### config.mk
export PLATFORM = sky130hd
export DESIGN_NAME = fifo_wr_arb
export DESIGN_NICKNAME = d
export VERILOG_FILES = /design/src/rtl/fifo_wr_arb.sv
export SDC_FILE = /design/constraint.sdc
export NUM_CORES = 1
export LEC_CHECK = 0
export CAP_MARGIN = 30
export CORE_ASPECT_RATIO = 0.8
export CORE_MARGIN = 2
export CORE_UTILIZATION = 30
export CTS_CLUSTER_SIZE = 24
export DETAILED_ROUTE_END_ITERATION = 8
export PLACE_DENSITY = 0.79
export REMOVE_ABC_BUFFERS = 1
export SLEW_MARGIN = 20
export SYNTH_ARGS = -nofsm -noshare
export SYNTH_HDL_FRONTEND = slang
export SYNTH_SLANG_ARGS = --single-unit
export TNS_END_PERCENT = 30
### constraint.sdc
create_clock -name I_CLK -period 2.35 [get_ports I_CLK]
set_input_delay 0.235 -clock I_CLK [delete_from_list [all_inputs] [get_ports I_CLK]]
set_output_delay 0.235 -clock I_CLK [all_outputs]
set_load 0.02 [all_outputs]
### src/rtl/fifo_wr_arb.sv
// fifo_wr_arb: round-robin burst arbiter that funnels NREQ word streams into one FIFO write port.
// Define FIFO_WR_ARB_STAT_EN to build the per-requester saturating transfer counters on O_XFER_CNT.
module fifo_wr_arb #(
  parameter int DW        = 8,
  parameter int NREQ      = 4,
  parameter int MAX_BURST = 4
) (
  input  logic              I_CLK,
  input  logic              I_RST,
  input  logic [NREQ-1:0]   I_REQ,
  input  logic [NREQ*DW-1:0] I_DATA,
  output logic [NREQ-1:0]   O_ACK,
  output logic [NREQ-1:0]   O_GNT,
  output logic              O_WR_REQ,
  output logic [DW-1:0]     O_WR_DATA,
  input  logic              I_WR_FULL,
  output logic [NREQ*16-1:0] O_XFER_CNT
);

  localparam int PW = $clog2(NREQ);
  localparam int CW = $clog2(MAX_BURST + 1);
  localparam logic [CW-1:0] BEAT_LAST = CW'(MAX_BURST - 1);
  localparam logic [PW-1:0] IDX_LAST  = PW'(NREQ - 1);

  typedef enum logic [0:0] {IDLE = 1'b0, BURST = 1'b1} state_t;

  state_t          state_r, state_nxt_s;
  logic [NREQ-1:0] gnt_r, gnt_nxt_s;
  logic [PW-1:0]   gidx_r, gidx_nxt_s;
  logic [PW-1:0]   ptr_r, ptr_nxt_s;
  logic [CW-1:0]   bcnt_r, bcnt_nxt_s;
  logic [PW-1:0]   cand_s, pick_s;
  logic            found_s;
  logic [NREQ-1:0] ack_s;
  logic            req_g_s;

  // Round-robin search: first requesting index at or after the pointer.
  always_comb begin
    found_s = 1'b0;
    pick_s  = {PW{1'b0}};
    cand_s  = {PW{1'b0}};
    for (int k = 0; k < NREQ; k++) begin
      cand_s = PW'((int'(ptr_r) + k) % NREQ);
      if (!found_s && I_REQ[cand_s]) begin
        found_s = 1'b1;
        pick_s  = cand_s;
      end else begin
        found_s = found_s;
      end
    end
  end

  // Accept strobe for the granted requester; a full FIFO blocks every transfer.
  always_comb begin
    ack_s   = {NREQ{1'b0}};
    req_g_s = I_REQ[gidx_r];
    if (state_r == BURST) begin
      ack_s[gidx_r] = req_g_s & ~I_WR_FULL;
    end else begin
      ack_s = {NREQ{1'b0}};
    end
  end

  // Next-state logic: a burst ends when the requester drops or the last allowed word goes through.
  always_comb begin
    state_nxt_s = state_r;
    gnt_nxt_s   = gnt_r;
    gidx_nxt_s  = gidx_r;
    ptr_nxt_s   = ptr_r;
    bcnt_nxt_s  = bcnt_r;
    case (state_r)
      IDLE: begin
        if (found_s) begin
          state_nxt_s = BURST;
          gidx_nxt_s  = pick_s;
          gnt_nxt_s   = {{(NREQ-1){1'b0}}, 1'b1} << pick_s;
          bcnt_nxt_s  = {CW{1'b0}};
        end else begin
          gnt_nxt_s   = {NREQ{1'b0}};
        end
      end
      BURST: begin
        if (!req_g_s || ((|ack_s) && (bcnt_r == BEAT_LAST))) begin
          state_nxt_s = IDLE;
          gnt_nxt_s   = {NREQ{1'b0}};
          bcnt_nxt_s  = {CW{1'b0}};
          ptr_nxt_s   = (gidx_r == IDX_LAST) ? {PW{1'b0}} : gidx_r + 1'b1;
        end else if (|ack_s) begin
          bcnt_nxt_s  = bcnt_r + 1'b1;
        end else begin
          bcnt_nxt_s  = bcnt_r;
        end
      end
      default: begin
        state_nxt_s = IDLE;
        gnt_nxt_s   = {NREQ{1'b0}};
        bcnt_nxt_s  = {CW{1'b0}};
      end
    endcase
  end

  // Arbiter state registers.
  always_ff @(posedge I_CLK or posedge I_RST) begin
    if (I_RST) begin
      state_r <= IDLE;
      gnt_r   <= {NREQ{1'b0}};
      gidx_r  <= {PW{1'b0}};
      ptr_r   <= {PW{1'b0}};
      bcnt_r  <= {CW{1'b0}};
    end else begin
      state_r <= state_nxt_s;
      gnt_r   <= gnt_nxt_s;
      gidx_r  <= gidx_nxt_s;
      ptr_r   <= ptr_nxt_s;
      bcnt_r  <= bcnt_nxt_s;
    end
  end

  assign O_ACK     = ack_s;
  assign O_GNT     = gnt_r;
  assign O_WR_REQ  = |ack_s;
  assign O_WR_DATA = I_DATA[gidx_r*DW +: DW];

`ifdef FIFO_WR_ARB_STAT_EN
  for (genvar i = 0; i < NREQ; i++) begin : g_stat
    logic [15:0] cnt_r;

    // Saturating count of words accepted from requester i.
    always_ff @(posedge I_CLK or posedge I_RST) begin
      if (I_RST) begin
        cnt_r <= 16'h0000;
      end else if (ack_s[i] && (cnt_r != 16'hFFFF)) begin
        cnt_r <= cnt_r + 16'h0001;
      end else begin
        cnt_r <= cnt_r;
      end
    end

    assign O_XFER_CNT[i*16 +: 16] = cnt_r;
  end
`else
  assign O_XFER_CNT = {(NREQ*16){1'b0}};
`endif

endmodule

==> qor.json <==
{
  "status": {"value": "complete, no violations"},
  "route.detailed.drc": {"value": 0},
  "tns": {"value": 0, "unit": "ns"},
  "timing.critical_path.from_type": {"value": "flop"},
  "proportion_of_synthesized_chip_area_in_sequential_cells": {"value": 0.210},
  "max_freq": {"value": 0.430, "unit": "GHz"},
  "power.density_cell_area": {"value": 936, "unit": "nW/µm²"},
  "path_buf_inv": {"value": 1},
  "grt_first_pass_wirelength": {"value": 4630, "unit": "µm"},
  "synth_cells": {"value": 150},
  "critPathArrivalTime": {"value": 2.09, "unit": "ns"},
  "async_flop_share": {"value": 1.00},
  "synth-warning-count": {"value": 0},
  "number_of_enable_type_register_cells_in_the_synthesized_netlist": {"value": 0},
  "first_iter_violations": {"value": 26},
  "cts_root_buffer": {"value": "clkbuf_8"},
  "floorplan.core_area": {"value": 4600, "unit": "µm²"},
  "cp_slowest_cell": {"value": "mux4_2"},
  "clk_transition_reported_paths": {"value": 0.05, "unit": "ns"},
  "area_used_by_multi_input_combinational_logic": {"value": 848, "unit": "µm²"},
  "die_width": {"value": 81.3, "unit": "µm"},
  "worst_hold_path_type": {"value": "in2async"},
  "max-clock-path-buffers": {"value": 2},
  "wl_per_cell": {"value": 11.4, "unit": "µm"},
  "insertion_delay": {"value": 0.24, "unit": "ns"},
  "detail_route.vias_per_cell": {"value": 3.99},
  "finalNetCount": {"value": 261},
  "cts_made_buffers": {"value": 3},
  "dr.pass1.iters": {"value": 4},
  "timing.critical_path.depth": {"value": 5},
  "setup_violations_final": {"value": 0},
  "timing.reg2reg.worst_path_depth": {"value": 7},
  "grt_overflow_total": {"value": 0},
  "yosys-top-cells-area": {"value": "buf_4 (34%), dfrtp_1 (21%), mux4_2 (16%), ha_1 (5.2%), a22o_1 (2.4%)"},
  "nFillCells": {"value": 463},
  "globalRouteTotalUtil": {"value": 0.112},
  "drtAntennaViolNets": {"value": 0},
  "final-seq-area": {"value": 302, "unit": "µm²"},
  "clock-sinks": {"value": 12},
  "classification_of_the_worst_setup_path": {"value": "reg2out"},
  "post-route-period-util": {"value": 0.990},
  "post-route-min-period": {"value": 2.33, "unit": "ns"},
  "grt_max_degree": {"value": 13},
  "totalPowerFinal": {"value": 1.80, "unit": "mW"},
  "placement.io_buffers": {"value": 55},
  "place.detailed.hpwl": {"value": 2750, "unit": "µm"},
  "grt_pass1_vias": {"value": 1002},
  "maxSlewViolCount": {"value": 0},
  "crit_path_max_incr_delay": {"value": 0.56, "unit": "ns"},
  "die_h": {"value": 65.8, "unit": "µm"},
  "total_inserted_antenna_cells": {"value": 0},
  "yosys.cell_count.top_type": {"value": "buf_4"},
  "ir_worst_vdd": {"value": 306, "unit": "µV"},
  "yosys_register_bits": {"value": 12},
  "mappedNetlistArea": {"value": 1430, "unit": "µm²"},
  "dr_total_vias": {"value": 1094},
  "critPathRequiredTime": {"value": 2.12, "unit": "ns"},
  "synthToLayoutAreaGrowth": {"value": 34.6, "unit": "%"},
  "postCtsSetupBuffers": {"value": 0},
  "slew-limit-headroom": {"value": 0.608},
  "hold_violations": {"value": 0},
  "netlist-cell-type-count": {"value": 31},
  "yosys.area.top_type_share": {"value": 0.335},
  "post-synth-top-area-cell": {"value": "buf_4"},
  "synth_area_per_cell": {"value": 9.55, "unit": "µm²"},
  "detail_route.wirelength": {"value": 3110, "unit": "µm"},
  "synth-main-ff-cell": {"value": "dfrtp_1"},
  "max_cap_viol_count": {"value": 0},
  "critPathTopFamily": {"value": "multiplexers"},
  "path_max_fanout": {"value": 6},
  "die_area": {"value": 5350, "unit": "µm²"},
  "finalWeightedCongestion": {"value": 0.928},
  "fin_worst_skew": {"value": 0.00501, "unit": "ns"},
  "floorplan.rows": {"value": 22},
  "io_pins": {"value": 120},
  "cp_cell_sequence": {"value": "mux4_2 > nand2_1 > nor2_2 > and2_1 > clkdlybuf4s50_1"},
  "synth_top_cells_by_count": {"value": "buf_4 (64), dfrtp_1 (12), mux4_2 (10)"},
  "endpoint_kind": {"value": "primary output"},
  "cts_max_level": {"value": 1},
  "drive_gt1_frac": {"value": 0.140},
  "rsz_0062_raised_after_global_routing": {"value": "yes"},
  "transition_at_the_pin_with_the_smallest_max_transition_slack": {"value": 0.573, "unit": "ns"},
  "grt_antenna_before_repair": {"value": 0},
  "p_leak": {"value": 0.977, "unit": "nW"},
  "initial_core_util": {"value": 0.312},
  "cts_tree": {"value": "built"}
}
kinds of logic (layout without fill, tap and decap cells):
logic type      count (synthesis)  count (layout)  share of synthesized area
buf+inv                        75              76                      0.365
compound gates                 19              19                     0.0978
mux                            15              15                      0.194
simple gates                   22              22                     0.0786
flops                          12              12                      0.210
fa+ha+maj                       6               6                     0.0524
other cells                     1              64                    0.00262
cells in the final DEF (no fill, tap or decap):
master and count:
nand2_1 6, conb_1 64, and2_1 4, dfrtp_2 1, nor2_1 3, nand3b_1 1, a221oi_1 1, o21ai_0 5
ha_1 6, a21o_1 2, a31o_2 1, nor3_1 2, o21ba_2 1, mux2_2 2, o21ai_2 1, mux4_2 10
a2111oi_0 1, nor2b_1 1, mux2i_1 3, nor3b_1 1, o21bai_1 1, buf_4 9, clkdlybuf4s50_1 51, or3_1 2
nor2_2 1, clkbuf_8 3, inv_2 1, a22o_1 4, inv_1 8, nor4_1 1, a21oi_1 1, o21a_1 1
dlymetal6s2s_1 4, dfrtp_1 11
timing repair:
item                                    CTS  global route
endpoints found under the setup margin    5             5
hold buffers                              0             0
hold endpoints to repair                  0             0
gates resized for setup                   1             5
power by group:
part / switching [mW] / internal, mW / leakage [nW]
Combinational: 0.620 / 0.615 / 0.803
Sequential: 0.0936 / 0.295 / 0.152
Clock: 0.0681 / 0.112 / 0.0216
path summary, 6_finish.rpt:
path	from	endpoint	slack, ns
max in group asynchronous	I_RST	gidx_r[0]	1.72
min in group I_CLK	O_GNT[0]	O_GNT[0]	0.51
min	I_RST	bcnt_r[2]	0.30
max reg2reg	gidx_r[1]	ptr_r[1]	0.28
max	gidx_r[0]	O_ACK[1]	0.02
min reg2reg	O_GNT[0]	O_GNT[0]	0.51
state kept, by name, indices dropped and copies added (netlist names):
signal	flops
O_GNT	4
ptr_r	2
gidx_r	2
state_r	1
bcnt_r	3
per-stage QoR:
step | worst slack [ns] | std cells | cell area [µm²] | hold slack (ns) | util
2_1_floorplan | 0.148 | 147 | 1180 | 0.0997 | -
3_3_place_gp | 0.0861 | 271 | 1870 | 0.497 | 0.407
4_1_cts | 0.0210 | 274 | 1920 | 0.327 | 0.417
3_5_place_dp | 0.0852 | 271 | 1870 | 0.502 | 0.407
6_report | 0.0229 | 274 | 1930 | 0.296 | 0.419
5_1_grt | -0.0569 | 274 | 1930 | 0.355 | 0.419
layout make-up:
| type | count | share of cell area |
|---|---|---|
| Sequential cell | 12 | 0.156 |
| Multi-Input combinational cell | 126 | 0.440 |
| Tap cell | 60 | 0.0389 |
| Clock buffer | 3 | 0.0214 |
| Timing Repair Buffer | 64 | 0.326 |
| Inverter | 9 | 0.0175 |
layer usage:
layer | routed length (µm) | share of wire | global-route usage | up-vias
met5 | 0 | 0 | 0 | -
met4 | 18 | 0.0058 | 0.0127 | 0
met3 | 169 | 0.054 | 0.0383 | 2
met2 | 1670 | 0.54 | 0.199 | 43
met1 | 1250 | 0.40 | 0.136 | 533
li1 | - | - | - | 516
Power figures use the tool's default switching activity.
